**src/rtl/fpu_arbiter.sv**
```systemverilog
`default_nettype none
// ============================================================================
// Module      : fpu_arbiter
// Description : Two-port arbiter that serializes requesters onto one shared
//               FPU, one operation in flight, round-robin on contention.
// Revision    : 1.0 - initial release
// ============================================================================
module fpu_arbiter (
    input  logic        clk,
    input  logic        rst,
    // requester 0
    input  logic        req0_order,
    input  logic [31:0] req0_rs1,
    input  logic [31:0] req0_rs2,
    input  logic [2:0]  req0_func3,
    output logic        req0_accepted,
    output logic        req0_done,
    output logic [31:0] req0_rd,
    // requester 1
    input  logic        req1_order,
    input  logic [31:0] req1_rs1,
    input  logic [31:0] req1_rs2,
    input  logic [2:0]  req1_func3,
    output logic        req1_accepted,
    output logic        req1_done,
    output logic [31:0] req1_rd,
    // shared FPU
    output logic        fpu_order,
    input  logic        fpu_accepted,
    input  logic        fpu_done,
    output logic [31:0] fpu_rs1,
    output logic [31:0] fpu_rs2,
    output logic [2:0]  fpu_func3,
    input  logic [31:0] fpu_rd
);

    typedef enum logic [1:0] {
        c_IDLE  = 2'd0,
        c_ISSUE = 2'd1,
        c_WAIT  = 2'd2,
        c_RESP  = 2'd3
    } state_t;

    state_t      r_state;
    logic        r_prio;      // port that wins when both order
    logic        r_gnt;       // port owning the in-flight operation
    logic [31:0] r_rs1;
    logic [31:0] r_rs2;
    logic [2:0]  r_func3;
    logic [31:0] r_result;    // single result register shared by both ports
    logic        r_fpu_order;
    logic        r_acc0;
    logic        r_acc1;
    logic        r_done0;
    logic        r_done1;

    state_t      w_state;
    logic        w_prio;
    logic        w_gnt;
    logic        w_sel;
    logic [31:0] w_rs1;
    logic [31:0] w_rs2;
    logic [2:0]  w_func3;
    logic [31:0] w_result;
    logic        w_fpu_order;
    logic        w_acc0;
    logic        w_acc1;
    logic        w_done0;
    logic        w_done1;

    // With both ordering the pointer decides; otherwise the lone orderer wins.
    assign w_sel = (req0_order && req1_order) ? r_prio : req1_order;

    // Next-state and next-output logic; every output is registered below.
    always_comb begin
        w_state     = r_state;
        w_prio      = r_prio;
        w_gnt       = r_gnt;
        w_rs1       = r_rs1;
        w_rs2       = r_rs2;
        w_func3     = r_func3;
        w_result    = r_result;
        w_fpu_order = 1'b0;
        w_acc0      = 1'b0;
        w_acc1      = 1'b0;
        w_done0     = 1'b0;
        w_done1     = 1'b0;
        case (r_state)
            c_IDLE: begin
                if (req0_order || req1_order) begin
                    w_gnt       = w_sel;
                    w_prio      = ~w_sel;
                    w_rs1       = w_sel ? req1_rs1   : req0_rs1;
                    w_rs2       = w_sel ? req1_rs2   : req0_rs2;
                    w_func3     = w_sel ? req1_func3 : req0_func3;
                    w_acc0      = ~w_sel;
                    w_acc1      = w_sel;
                    w_fpu_order = 1'b1;
                    w_state     = c_ISSUE;
                end
            end
            c_ISSUE: begin
                if (fpu_accepted) begin
                    if (fpu_done) begin
                        w_result = fpu_rd;
                        w_done0  = ~r_gnt;
                        w_done1  = r_gnt;
                        w_state  = c_RESP;
                    end else begin
                        w_state  = c_WAIT;
                    end
                end else begin
                    // FPU has not taken the order yet: keep offering it
                    w_fpu_order = 1'b1;
                end
            end
            c_WAIT: begin
                if (fpu_done) begin
                    w_result = fpu_rd;
                    w_done0  = ~r_gnt;
                    w_done1  = r_gnt;
                    w_state  = c_RESP;
                end
            end
            c_RESP: begin
                w_state = c_IDLE;
            end
            default: begin
                w_state = c_IDLE;
            end
        endcase
    end

    // State and output registers with synchronous reset.
    always_ff @(posedge clk) begin
        if (rst) begin
            r_state     <= c_IDLE;
            r_prio      <= 1'b0;
            r_gnt       <= 1'b0;
            r_rs1       <= 32'd0;
            r_rs2       <= 32'd0;
            r_func3     <= 3'd0;
            r_result    <= 32'd0;
            r_fpu_order <= 1'b0;
            r_acc0      <= 1'b0;
            r_acc1      <= 1'b0;
            r_done0     <= 1'b0;
            r_done1     <= 1'b0;
        end else begin
            r_state     <= w_state;
            r_prio      <= w_prio;
            r_gnt       <= w_gnt;
            r_rs1       <= w_rs1;
            r_rs2       <= w_rs2;
            r_func3     <= w_func3;
            r_result    <= w_result;
            r_fpu_order <= w_fpu_order;
            r_acc0      <= w_acc0;
            r_acc1      <= w_acc1;
            r_done0     <= w_done0;
            r_done1     <= w_done1;
        end
    end

    assign req0_accepted = r_acc0;
    assign req1_accepted = r_acc1;
    assign req0_done     = r_done0;
    assign req1_done     = r_done1;
    assign req0_rd       = r_result;
    assign req1_rd       = r_result;
    assign fpu_order     = r_fpu_order;
    assign fpu_rs1       = r_rs1;
    assign fpu_rs2       = r_rs2;
    assign fpu_func3     = r_func3;

endmodule
`default_nettype wire

```
**config.mk**
```make
export PLATFORM = sky130hd
export DESIGN_NAME = fpu_arbiter
export DESIGN_NICKNAME = d
export VERILOG_FILES = /design/src/rtl/fpu_arbiter.sv
export SDC_FILE = /design/constraint.sdc
export NUM_CORES = 1
export LEC_CHECK = 0
export CAP_MARGIN = 20
export CORE_UTILIZATION = 30
export DETAILED_ROUTE_END_ITERATION = 8
export PLACE_DENSITY = 0.68
export REMOVE_ABC_BUFFERS = 1
export SLEW_MARGIN = 20
export SYNTH_ARGS = -nofsm -noshare
export SYNTH_HDL_FRONTEND = slang
export SYNTH_SLANG_ARGS = --single-unit
export TNS_END_PERCENT = 10
```
**constraint.sdc**
```tcl
create_clock -name clk -period 2.7 [get_ports clk]
set_input_delay 0.405 -clock clk [delete_from_list [all_inputs] [get_ports clk]]
set_output_delay 0.405 -clock clk [all_outputs]
set_load 0.01 [all_outputs]
```
==> metrics.md <==
| Metric | Value |
|---|---|
| Cell-internal power | `4.32 mW` |
| Largest family of logic cells by synthesized area | `compound AO/OA/AOI/OAI gates` |
| Die W | `128 um` |
| Clk_lat worst skew | `about 350 ps` |
| Initial antenna violation count | `1` |
| Slowest cell on crit path | `buf_4` |
| Crit Reg-Reg Endpoint | `fpu_rs2[27]$_SDFFE_PP0N_` |
| Critical Path Start Type | `register` |
| Hold_buf cts | `0` |
| First drt pass iteration count | `4` |
| Drt wl/cell | `18.8 um` |
| Hold Crit Class | `in2reg` |
| Clock power share | `21.6%` |
| Final ANT Viol Nets | `0` |
| Largest stage delay, worst path | `390 ps` |
| Die Height | `~130 um` |
| Initial core utilization | `31.1%` |
| Critical path, cell by cell | `inv_1 > ha_2 > and2_1 > buf_4 > a32oi_1 > a21oi_1` |
| Top FF cell, synth | `dfxtp_1` |
| WL final | `18.1 mm` |
| Syn Inst Count | `514` |
| Share of cells above drive strength 1 | `4.79%` |
| Worst Tran Pin Value | `820 ps` |
| Worst Hold Path EP | `fpu_func3[0]$_SDFFE_PP0N_` |
| Clk_skew | `7.76 ps` |
| DR vias | `between 5,000 and 6,000` |
| Slew Limit Fails | `0` |
| FF-to-FF setup slack | `850 ps` |
| Critical Path Fanout Max | `39` |
| Crit path capture type | `register` |
| Setup Viol. Count Final | `0` |
| CTS clk-pin slew, worst paths | `around 70 ps` |
| Worst slack at placement | `roughly 600 ps` |
| Post-Layout Cell Count | `964` |
| Vias per inst | `5.42` |
| Post-synthesis simple-gate area fraction | `8.70%` |
| Top post-synthesis cells by count | `dfxtp_1, a21oi_1, clkbuf_1, a32oi_1, o2111ai_1` |
| Top area cells in the synthesized netlist | `dfxtp_1, a21oi_1, a32oi_1` |
| Worst Path Arrival | `2120 ps` |
| # IOs | `308` |
| Yosys reg bits | `roughly 110` |
| Vias in the first global route | `5,025` |
| Post-CTS setup buffer count | `0` |
| Cells after DPL | `~950` |
| Max Cap Viol | `0` |
| Worst R2R Path Depth | `6` |
| Crit path kind | `reg2reg` |
| Pleak | `2.84 nW` |
| Avg Inst Size Synth | `9.29 um^2` |
| Hold_sp | `req1_order` |
| Core area | `0.0154 mm^2` |
| HPWL after DPL | `between 10 and 15 mm` |
| Sw power | `2.38 mW` |
| Largest net degree at the start of global routing | `76` |
| Status | `finished clean` |
| Top-count cell post-synth | `dfxtp_1` |
| Sink Count | `~110` |
| Root Buffer | `clkbuf_16` |
| WHS Path Cells | `3` |
| GRT overflow | `0` |
| Max Clock Freq | `540 MHz` |
| R2R Path Start | `r_state[0]$_SDFFE_PP0P_` |
| Synth Area in Adders | `approximately 1.3%` |
| Final Hold Vio Count | `0` |
| Fin worst setup slack | `848 ps` |
| GPL Wtd Cong | `approximately 0.77` |
| Xor-xnor portion of the synthesized cell area | `0%` |
| Yosys warns | `0` |
| CTS max path bufs | `2` |
| Synth top area share | `45.3%` |
| Unique masters post-synth | `33` |
| Peak supply drop | `between 0.0003 and 0.0004 V` |
| Req. time, crit path | `between 2000 and 3000 ps` |
| Crit path time final | `1850 ps` |
| Drt drc | `0` |
| PortBufs | `slightly above 300` |
| Power Density | `834 mW/mm^2` |
| Total CTS buffers | `9` |
| Synthesized cell area | `0.00477 mm^2` |
| Proportion of synthesized area in mux cells | `less than 1%` |
| Logic pwr share | `45.2%` |
| Rel. slew slack | `a little under half` |
| Switch share | `35.6%` |
| Seq/Total Area, Yosys | `45.3%` |
| Area delta synth->final | `68.3%` |
| FP Rows | `45` |
| Part of the power in registers | `33.3%` |
| Final Cycle Share | `between 60% and 70%` |
| DR iter-0 viols | `271` |
| Setup TNS | `0 ps` |
| Complex-gate fraction of the synthesized area | `approximately 33%` |
| RSZ-0062 raised after global routing | `false` |
| CTS tree | `built` |
| Area leader, netlist | `dfxtp_1` |
| Global Route Usage Sum | `21.2%` |
| Global-route wire length before repair | `27.2 mm` |
| Async SR Flop Fraction | `0%` |
| Die Area | `0.0164 mm^2` |
| Final net count | `about 900` |
| PostCTS Resize Cnt | `0` |
| H-Tree Depth | `3` |
| EDFF count, synth | `0` |
==> final cells by class <==
class                      count  area [um^2]
inverter                       5         18.8
timing repair buffer         320         3170
tap                          211          264
sequential                   108         2160
fill                        1378         7340
antenna                        1         2.50
clock buffer                  10          239
clock inverter                 5         85.1
multi-input combinational    304         2090
==> routing by layer <==
layer	GRT usage [%]	share of wire, %	vias to the layer above
li1	-	-	2443
met1	25.5	41	2480
met2	36.0	49	279
met3	5.80	9.1	21
met4	7.82	1.7	0
met5	0	0	-
==> cell families (layout without fill, tap and decap cells) <==
logic type / count (synthesis) / in the layout
buffers and inverters: 102 / 340
DFF: 108 / 108
AOI/OAI and AO/OA: 223 / 223
and+or+nand+nor: 74 / 74
muxes: 2 / 2
other: 0 / 1
adders and majority gates: 5 / 5
==> power groups by stage <==
stage	registers, mW	clock network (mW)	logic (mW)
6_report	2.23	1.45	3.03
2_1_floorplan	2.46	0	1.09
4_1_cts	2.23	1.48	3.04
3_3_place_gp	2.24	0	2.97
3_5_place_dp	2.25	0	3.03
5_1_grt	2.28	1.54	3.26
==> critical path: cells and delay by family (launching register included) <==
family / cells / cell delay (ps)
AO/OA/AOI/OAI: 2 / 370
buffers and inverters: 2 / 530
AND/OR/NAND/NOR: 1 / 190
adder cells (fa/ha/maj): 1 / 280
flip-flops: 1 / 360
==> through the flow <==
| stage | power, mW | hold WS (ps) | cell area (um^2) | utilization, % |
|---|---|---|---|---|
| after detailed placement | 5.29 | 450 | 7710 | 50.2 |
| after CTS | 6.75 | 411 | 8030 | 52.3 |
| final | 6.70 | 419 | 8040 | 52.3 |
| after floorplan | 3.56 | 415 | 4250 | - |
| after global placement | 5.22 | 451 | 7710 | 50.2 |
| after global routing | 7.07 | 447 | 8030 | 52.3 |
==> placed cells by master (no fill, tap or decap), types with 4 or more instances in the layout <==
master,count
a32oi_1,40
o2111ai_1,40
clkbuf_16,9
clkdlybuf4s50_1,305
o21ai_0,32
buf_4,12
ha_1,4
and3_1,29
a221o_1,27
inv_1,4
nand3_1,34
a21oi_1,76
dfxtp_1,108
==> registers in the layout, summed over array words and instances (netlist names) <==
name	flops
fpu_func3	3
fpu_order	1
fpu_rs1	32
fpu_rs2	32
r_gnt	1
r_prio	1
r_state	2
req0_accepted	1
req0_done	1
req0_rd	32
req1_accepted	1
req1_done	1
==> how the worst max path moves through the flow <==
| stage | from | to | slack (ps) | depth (start not counted) |
|---|---|---|---|---|
| finish | r_state[0]$_SDFFE_PP0P_ | fpu_rs2[27]$_SDFFE_PP0N_ | 850 | 6 |
| global route | r_state[0]$_SDFFE_PP0P_ | fpu_rs2[27]$_SDFFE_PP0N_ | 710 | 6 |
| CTS | r_state[0]$_SDFFE_PP0P_ | fpu_rs2[27]$_SDFFE_PP0N_ | 870 | 6 |
| detailed placement | fpu_done | req0_rd[23]$_SDFFE_PP0P_ | 580 | 4 |
| global placement | fpu_done | req0_rd[9]$_SDFFE_PP0P_ | 640 | 4 |
| floorplan | r_state[0]$_SDFFE_PP0P_ | fpu_rs1[0]$_SDFFE_PP0N_ | -680 | 5 |
Power figures use the tool's default switching activity.
